$ cat config.mk
export PLATFORM = sky130hd
export DESIGN_NAME = alu_arbiter
export DESIGN_NICKNAME = d
export VERILOG_FILES = /design/src/rtl/alu_pkg.sv /design/src/rtl/rr_arb2.sv /design/src/rtl/alu_arbiter.sv
export SDC_FILE = /design/constraint.sdc
export NUM_CORES = 1
export LEC_CHECK = 0
export CORE_UTILIZATION = 48
export CTS_CLUSTER_DIAMETER = 120
export DETAILED_ROUTE_END_ITERATION = 10
export HOLD_SLACK_MARGIN = 0.15
export PLACE_DENSITY = 0.86
export SYNTH_ARGS = -nofsm -noshare
export SYNTH_HDL_FRONTEND = slang
export SYNTH_SLANG_ARGS = --single-unit
export TNS_END_PERCENT = 100
$ cat constraint.sdc
create_clock -name clk -period 4.3 [get_ports clk]
set_clock_uncertainty 0.2 [all_clocks]
set_input_delay 0.86 -clock clk [delete_from_list [all_inputs] [get_ports clk]]
set_output_delay 0.86 -clock clk [all_outputs]
set_load 0.03 [all_outputs]
$ cat src/rtl/alu_pkg.sv
// rtl/alu_pkg.sv - shared ALU widths, opcode and arbiter state types
// Contents: OPND_W/OPC_W/RES_W widths, opcode_t, arb_state_t, is_div_zero().
package alu_pkg;

   localparam int OPND_W = 5;
   localparam int OPC_W  = 3;
   localparam int RES_W  = 9;

   typedef enum logic [OPC_W-1:0] {
      OP_ADD  = 3'd0,
      OP_SUB  = 3'd1,
      OP_MUL  = 3'd2,
      OP_DIV  = 3'd3,
      OP_OR   = 3'd4,
      OP_AND  = 3'd5,
      OP_NAND = 3'd6,
      OP_NOR  = 3'd7
   } opcode_t;

   typedef enum logic [1:0] {
      ST_IDLE = 2'd0,
      ST_EXEC = 2'd1,
      ST_RESP = 2'd2
   } arb_state_t;

   // Division by zero is answered locally and never issued to the ALU.
   function automatic logic is_div_zero(input logic [OPC_W-1:0]  op,
                                        input logic [OPND_W-1:0] in2);
      return (op == OP_DIV) && (in2 == '0);
   endfunction

endpackage

$ cat src/rtl/rr_arb2.sv
// rtl/rr_arb2.sv - two-way round-robin arbiter
// Ports: req[1:0] requests in; ptr current priority holder; advance = grant taken;
//        grant[1:0] one-hot or zero; ptr_next pointer after this cycle.
module rr_arb2 (
   input  logic [1:0] req,
   input  logic       ptr,
   input  logic       advance,
   output logic [1:0] grant,
   output logic       ptr_next
);

   // A lone requester always wins; the pointer only breaks ties.
   always_comb begin
      grant = req;
      if (req == 2'b11) begin
         grant = ptr ? 2'b10 : 2'b01;
      end
   end

   // After a grant, priority passes to the requester that lost (or was idle).
   assign ptr_next = advance ? ~grant[1] : ptr;

endmodule

$ cat src/rtl/alu_arbiter.sv
// rtl/alu_arbiter.sv - round-robin sharing of one pipelined signed ALU between two requesters
// Ports: clk, rst (async, active-high);
//        req_valid/req_ready/req_in1/req_in2/req_op  per-requester request channel;
//        alu_in1/alu_in2/alu_opcode -> ALU, alu_out <- ALU;
//        rsp_valid/rsp_ready/rsp_id/rsp_data/rsp_err shared response channel;
//        op_count completed responses (wrapping).
module alu_arbiter
   import alu_pkg::*;
#(
   parameter int ALU_LATENCY = 1,
   parameter int CNT_W       = 16
) (
   input  logic                        clk,
   input  logic                        rst,
   input  logic [1:0]                  req_valid,
   output logic [1:0]                  req_ready,
   input  logic [1:0][OPND_W-1:0]      req_in1,
   input  logic [1:0][OPND_W-1:0]      req_in2,
   input  logic [1:0][OPC_W-1:0]       req_op,
   output logic [OPND_W-1:0]           alu_in1,
   output logic [OPND_W-1:0]           alu_in2,
   output logic [OPC_W-1:0]            alu_opcode,
   input  logic [RES_W-1:0]            alu_out,
   output logic                        rsp_valid,
   input  logic                        rsp_ready,
   output logic                        rsp_id,
   output logic [RES_W-1:0]            rsp_data,
   output logic                        rsp_err,
   output logic [CNT_W-1:0]            op_count
);

   // Counter is loaded with ALU_LATENCY+1 (at most 8).
   localparam int LAT_W = 4;

   arb_state_t         state;
   logic               ptr;
   logic [LAT_W-1:0]   lat_cnt;
   logic [1:0]         grant;
   logic               ptr_next;
   logic               advance;
   logic               win_id;
   logic [OPND_W-1:0]  win_in1;
   logic [OPND_W-1:0]  win_in2;
   logic [OPC_W-1:0]   win_op;

   // Gated by rst so req_ready drops immediately while reset is held.
   assign advance   = (state == ST_IDLE) && !rst && (|req_valid);
   assign req_ready = advance ? grant : 2'b00;

   rr_arb2 u_rr_arb2 (
      .req      (req_valid),
      .ptr      (ptr),
      .advance  (advance),
      .grant    (grant),
      .ptr_next (ptr_next)
   );

   assign win_id  = grant[1];
   assign win_in1 = req_in1[win_id];
   assign win_in2 = req_in2[win_id];
   assign win_op  = req_op[win_id];

   always_ff @(posedge clk or posedge rst) begin
      if (rst) begin
         state      <= ST_IDLE;
         ptr        <= 1'b0;
         lat_cnt    <= '0;
         alu_in1    <= '0;
         alu_in2    <= '0;
         alu_opcode <= '0;
         rsp_valid  <= 1'b0;
         rsp_id     <= 1'b0;
         rsp_data   <= '0;
         rsp_err    <= 1'b0;
         op_count   <= '0;
      end else begin
         case (state)
            ST_IDLE: begin
               if (|req_valid) begin
                  ptr    <= ptr_next;
                  rsp_id <= win_id;
                  if (is_div_zero(win_op, win_in2)) begin
                     // Answered locally; ALU operands keep their previous values.
                     rsp_data  <= '0;
                     rsp_err   <= 1'b1;
                     rsp_valid <= 1'b1;
                     state     <= ST_RESP;
                  end else begin
                     alu_in1    <= win_in1;
                     alu_in2    <= win_in2;
                     alu_opcode <= win_op;
                     lat_cnt    <= LAT_W'(ALU_LATENCY + 1);
                     state      <= ST_EXEC;
                  end
               end
            end
            ST_EXEC: begin
               lat_cnt <= lat_cnt - LAT_W'(1);
               // One edge for the operand registers, ALU_LATENCY edges in the ALU.
               if (lat_cnt == LAT_W'(1)) begin
                  rsp_data  <= alu_out;
                  rsp_err   <= 1'b0;
                  rsp_valid <= 1'b1;
                  state     <= ST_RESP;
               end
            end
            ST_RESP: begin
               if (rsp_ready) begin
                  rsp_valid <= 1'b0;
                  op_count  <= op_count + CNT_W'(1);
                  state     <= ST_IDLE;
               end
            end
            default: begin
               state <= ST_IDLE;
            end
         endcase
      end
   end

endmodule
==> reports/metrics.cfg <==
[power_and_ir_drop]
peakVddDrop_uv = 379.1
power_density_nw_per_um2 = 618.4
leakagePower_nw = 1.404

[timing]
fin_crit_sh = 0.8972
worst_pin_slew_ns = 0.9721
worst_hold_slack_ns = 0.2900
setup_viol = 0
period_needed_ns = 3.858
final.setup.worst_slack_ns = 0.4422
rsz0062_at_grt = false
drv_slew = 0
timing.fmax_mhz = 259.2
fin_setup_tns_ns = 0
slew-limit-headroom = 0.3510
final_hold_viol_count = 0

[worst_setup_path]
critPathKind = in2out
cp.required_ns = 3.24
reg2reg_from = ptr$_DFFE_PP0P_
arrival_ns = 2.80
r2r_setup_slack_ns = 1.97
endpoint_kind = primary output
cp-startpoint = req_valid[1]
path_max_fanout = 6
start_kind = input port

[logic_synthesis]
synth_cell_type_count = 41
seq_area_frac_synth = 0.5336
syn_area_per_cell_sq_um = 12.30
synth_top_family_by_area = multiplexers
synth_xor_area_frac = 0.06226
ys_warn_count = 0
synthAdderAreaFrac = 0.01668
synth_compound_area_frac = 0.07449
synth.net_count = 226
synth_mux_area_frac = 0.1417
synth_area_sq_um = 2251
synth-edff-count = 0
synthCells = 183
synth-async-reset-ratio = 1.000
ys_ff_latch = 48
synth_simple_gate_area_frac = 0.1406
synthFlopType = dfrtp_1

[clocking]
cts_buffers = 5
cts-resized-gates = 0
h-tree-depth = 2
cts-root-buf = clkbuf_8
ctsHoldBuffers = 0
post-cts-setup-buffers = 0
cts_sinks = 48
clk_pin_slew_ns = 0.09
cts_max_path_buffers = 2
cts_tree = built
insertion_delay_ns = 0.29

[floorplan]
die_h_microns = 70.48
core_area_sq_um = 4444
placementRows = 24
ios = 83
start_util = 0.5065
dieArea_sq_um = 4967
fp.dieW_microns = 70.48

[final_layout]
diodes = 0
final_area_sq_um = 3224
final_cell_mix = 82 x clkdlybuf4s50_1, 48 x dfrtp_1, 19 x mux2_2
final_common_cell = clkdlybuf4s50_1
postLayoutCoreUtil = 0.7255
num-fill-cells = 340
nNetsFinal = 313
drive_gt1_frac = 0.1587
area_delta_synth_final_pct = 43.25

[global_routing]
grt_usage = 0.2159
grt_max_degree = 49
grt_pass1_wl_microns = 8335
antenna_found_initial = 0
overflow = 0
first_global_vias = 1740

[place]
pre_cts_slack_ns = 0.4601
io_buffers = 82
gp_congestion = 0.8276
dpl_cell_area_sq_um = 3117
hpwl_microns = 3738

[run_status]
status = finished with violations
violations = design-rule violations

[route]
drc = 8
top_layer = met4
drt-initial-drc-count = 63
drtAntennaViolNets = 0
met3_length_microns = 189
drt_wl_total_microns = 4991
wirelength_met1_microns = 2266
wl_met2_microns = 2480
vias_per_cell = 5.167
wl_per_cell_microns = 15.45
drt_pass1_iterations = 7
vias = 1669

[job]
maxCapViolations = 0

[min_path]
hold_class = reg2reg
min_from = rsp_id$_DFFE_PP0P_

[logic make-up after synthesis]
family | after synthesis
buffers and inverters | 12
muxes | 26
AOI/OAI and AO/OA | 22
adders and majority gates | 3
and+or+nand+nor | 56
DFF | 48
xor gates and xnor gates | 16
[metrics by stage]
stage               std cells  power, W
detailed placement        315  0.001692
finish                    323  0.001994
global route              323  0.002105
CTS                       323  0.002015
floorplan                 183  0.001328
global placement          315  0.001668
[worst max-delay path, stage by stage]
cell and delay [ns]:
clkdlybuf4s50_1 0.56, nor2_2 0.08, or3_4 0.36, nor3_1 0.21, clkdlybuf4s50_1 0.72
[area by class of cell]
type / count / area [sq um] / share of cell area
Multi-Input combinational cell: 123 / 980.9 / 0.3042
Clock inverter: 2 / 35.03 / 0.01087
Tap cell: 52 / 65.06 / 0.02018
Sequential cell: 48 / 1201 / 0.3725
Clock buffer: 6 / 72.57 / 0.02251
Timing Repair Buffer: 85 / 843.3 / 0.2615
Inverter: 7 / 26.28 / 0.008149
[cell usage after synthesis, drive strengths merged, types with 2 or more instances]
| cell type | number | area [sq um] |
|---|---|---|
| a22o | 9 | 78.83 |
| and2 | 2 | 12.51 |
| and4 | 2 | 17.52 |
| buf | 3 | 35.03 |
| clkbuf | 2 | 7.510 |
| dfrtp | 48 | 1201 |
| ha | 3 | 37.54 |
| inv | 7 | 26.28 |
| mux2 | 26 | 319.1 |
| nand2 | 13 | 48.80 |
| nand2b | 3 | 18.77 |
| nand3 | 8 | 40.04 |
| nand4 | 3 | 18.77 |
| nor2 | 7 | 28.78 |
| nor3 | 4 | 20.02 |
| nor3b | 2 | 20.02 |
| nor4 | 3 | 18.77 |
| o21ai | 6 | 30.03 |
| or3 | 2 | 17.52 |
| xnor2 | 11 | 96.34 |
| xor2 | 5 | 43.79 |
[state kept, by name, summed over array words and instances (netlist names)]
| signal | count |
|---|---|
| op_count | 16 |
| rsp_data | 9 |
| alu_in1 | 5 |
| alu_in2 | 5 |
| lat_cnt | 4 |
| alu_opcode | 3 |
| state | 2 |
| ptr | 1 |
| rsp_err | 1 |
| rsp_id | 1 |
| rsp_valid | 1 |
[final timing paths]
check	to	cells past startpoint
worst min register to register	rsp_id$_DFFE_PP0P_	2
worst min-delay path	rsp_id$_DFFE_PP0P_	2
max in group asynchronous	alu_in1[0]$_DFFE_PP0P_	2
worst max-delay path	req_ready[1]	5
min in group asynchronous	ptr$_DFFE_PP0P_	2
worst max register to register	alu_in2[2]$_DFFE_PP0P_	5
[metal layers]
layer	global-route usage	vias to the layer above
met5	0	-
met3	0.03608	6
met4	0.06576	0
met2	0.3614	37
li1	-	828
met1	0.2871	798
[report_power, final]
part           switching (W)  total [W]  leakage, nW  internal [W]
Sequential          0.000104   0.000707        0.615      0.000602
Combinational       0.000502   0.000973        0.734      0.000471
Clock               0.000142   0.000314       0.0552      0.000173
(Power assumes the default switching activity.)
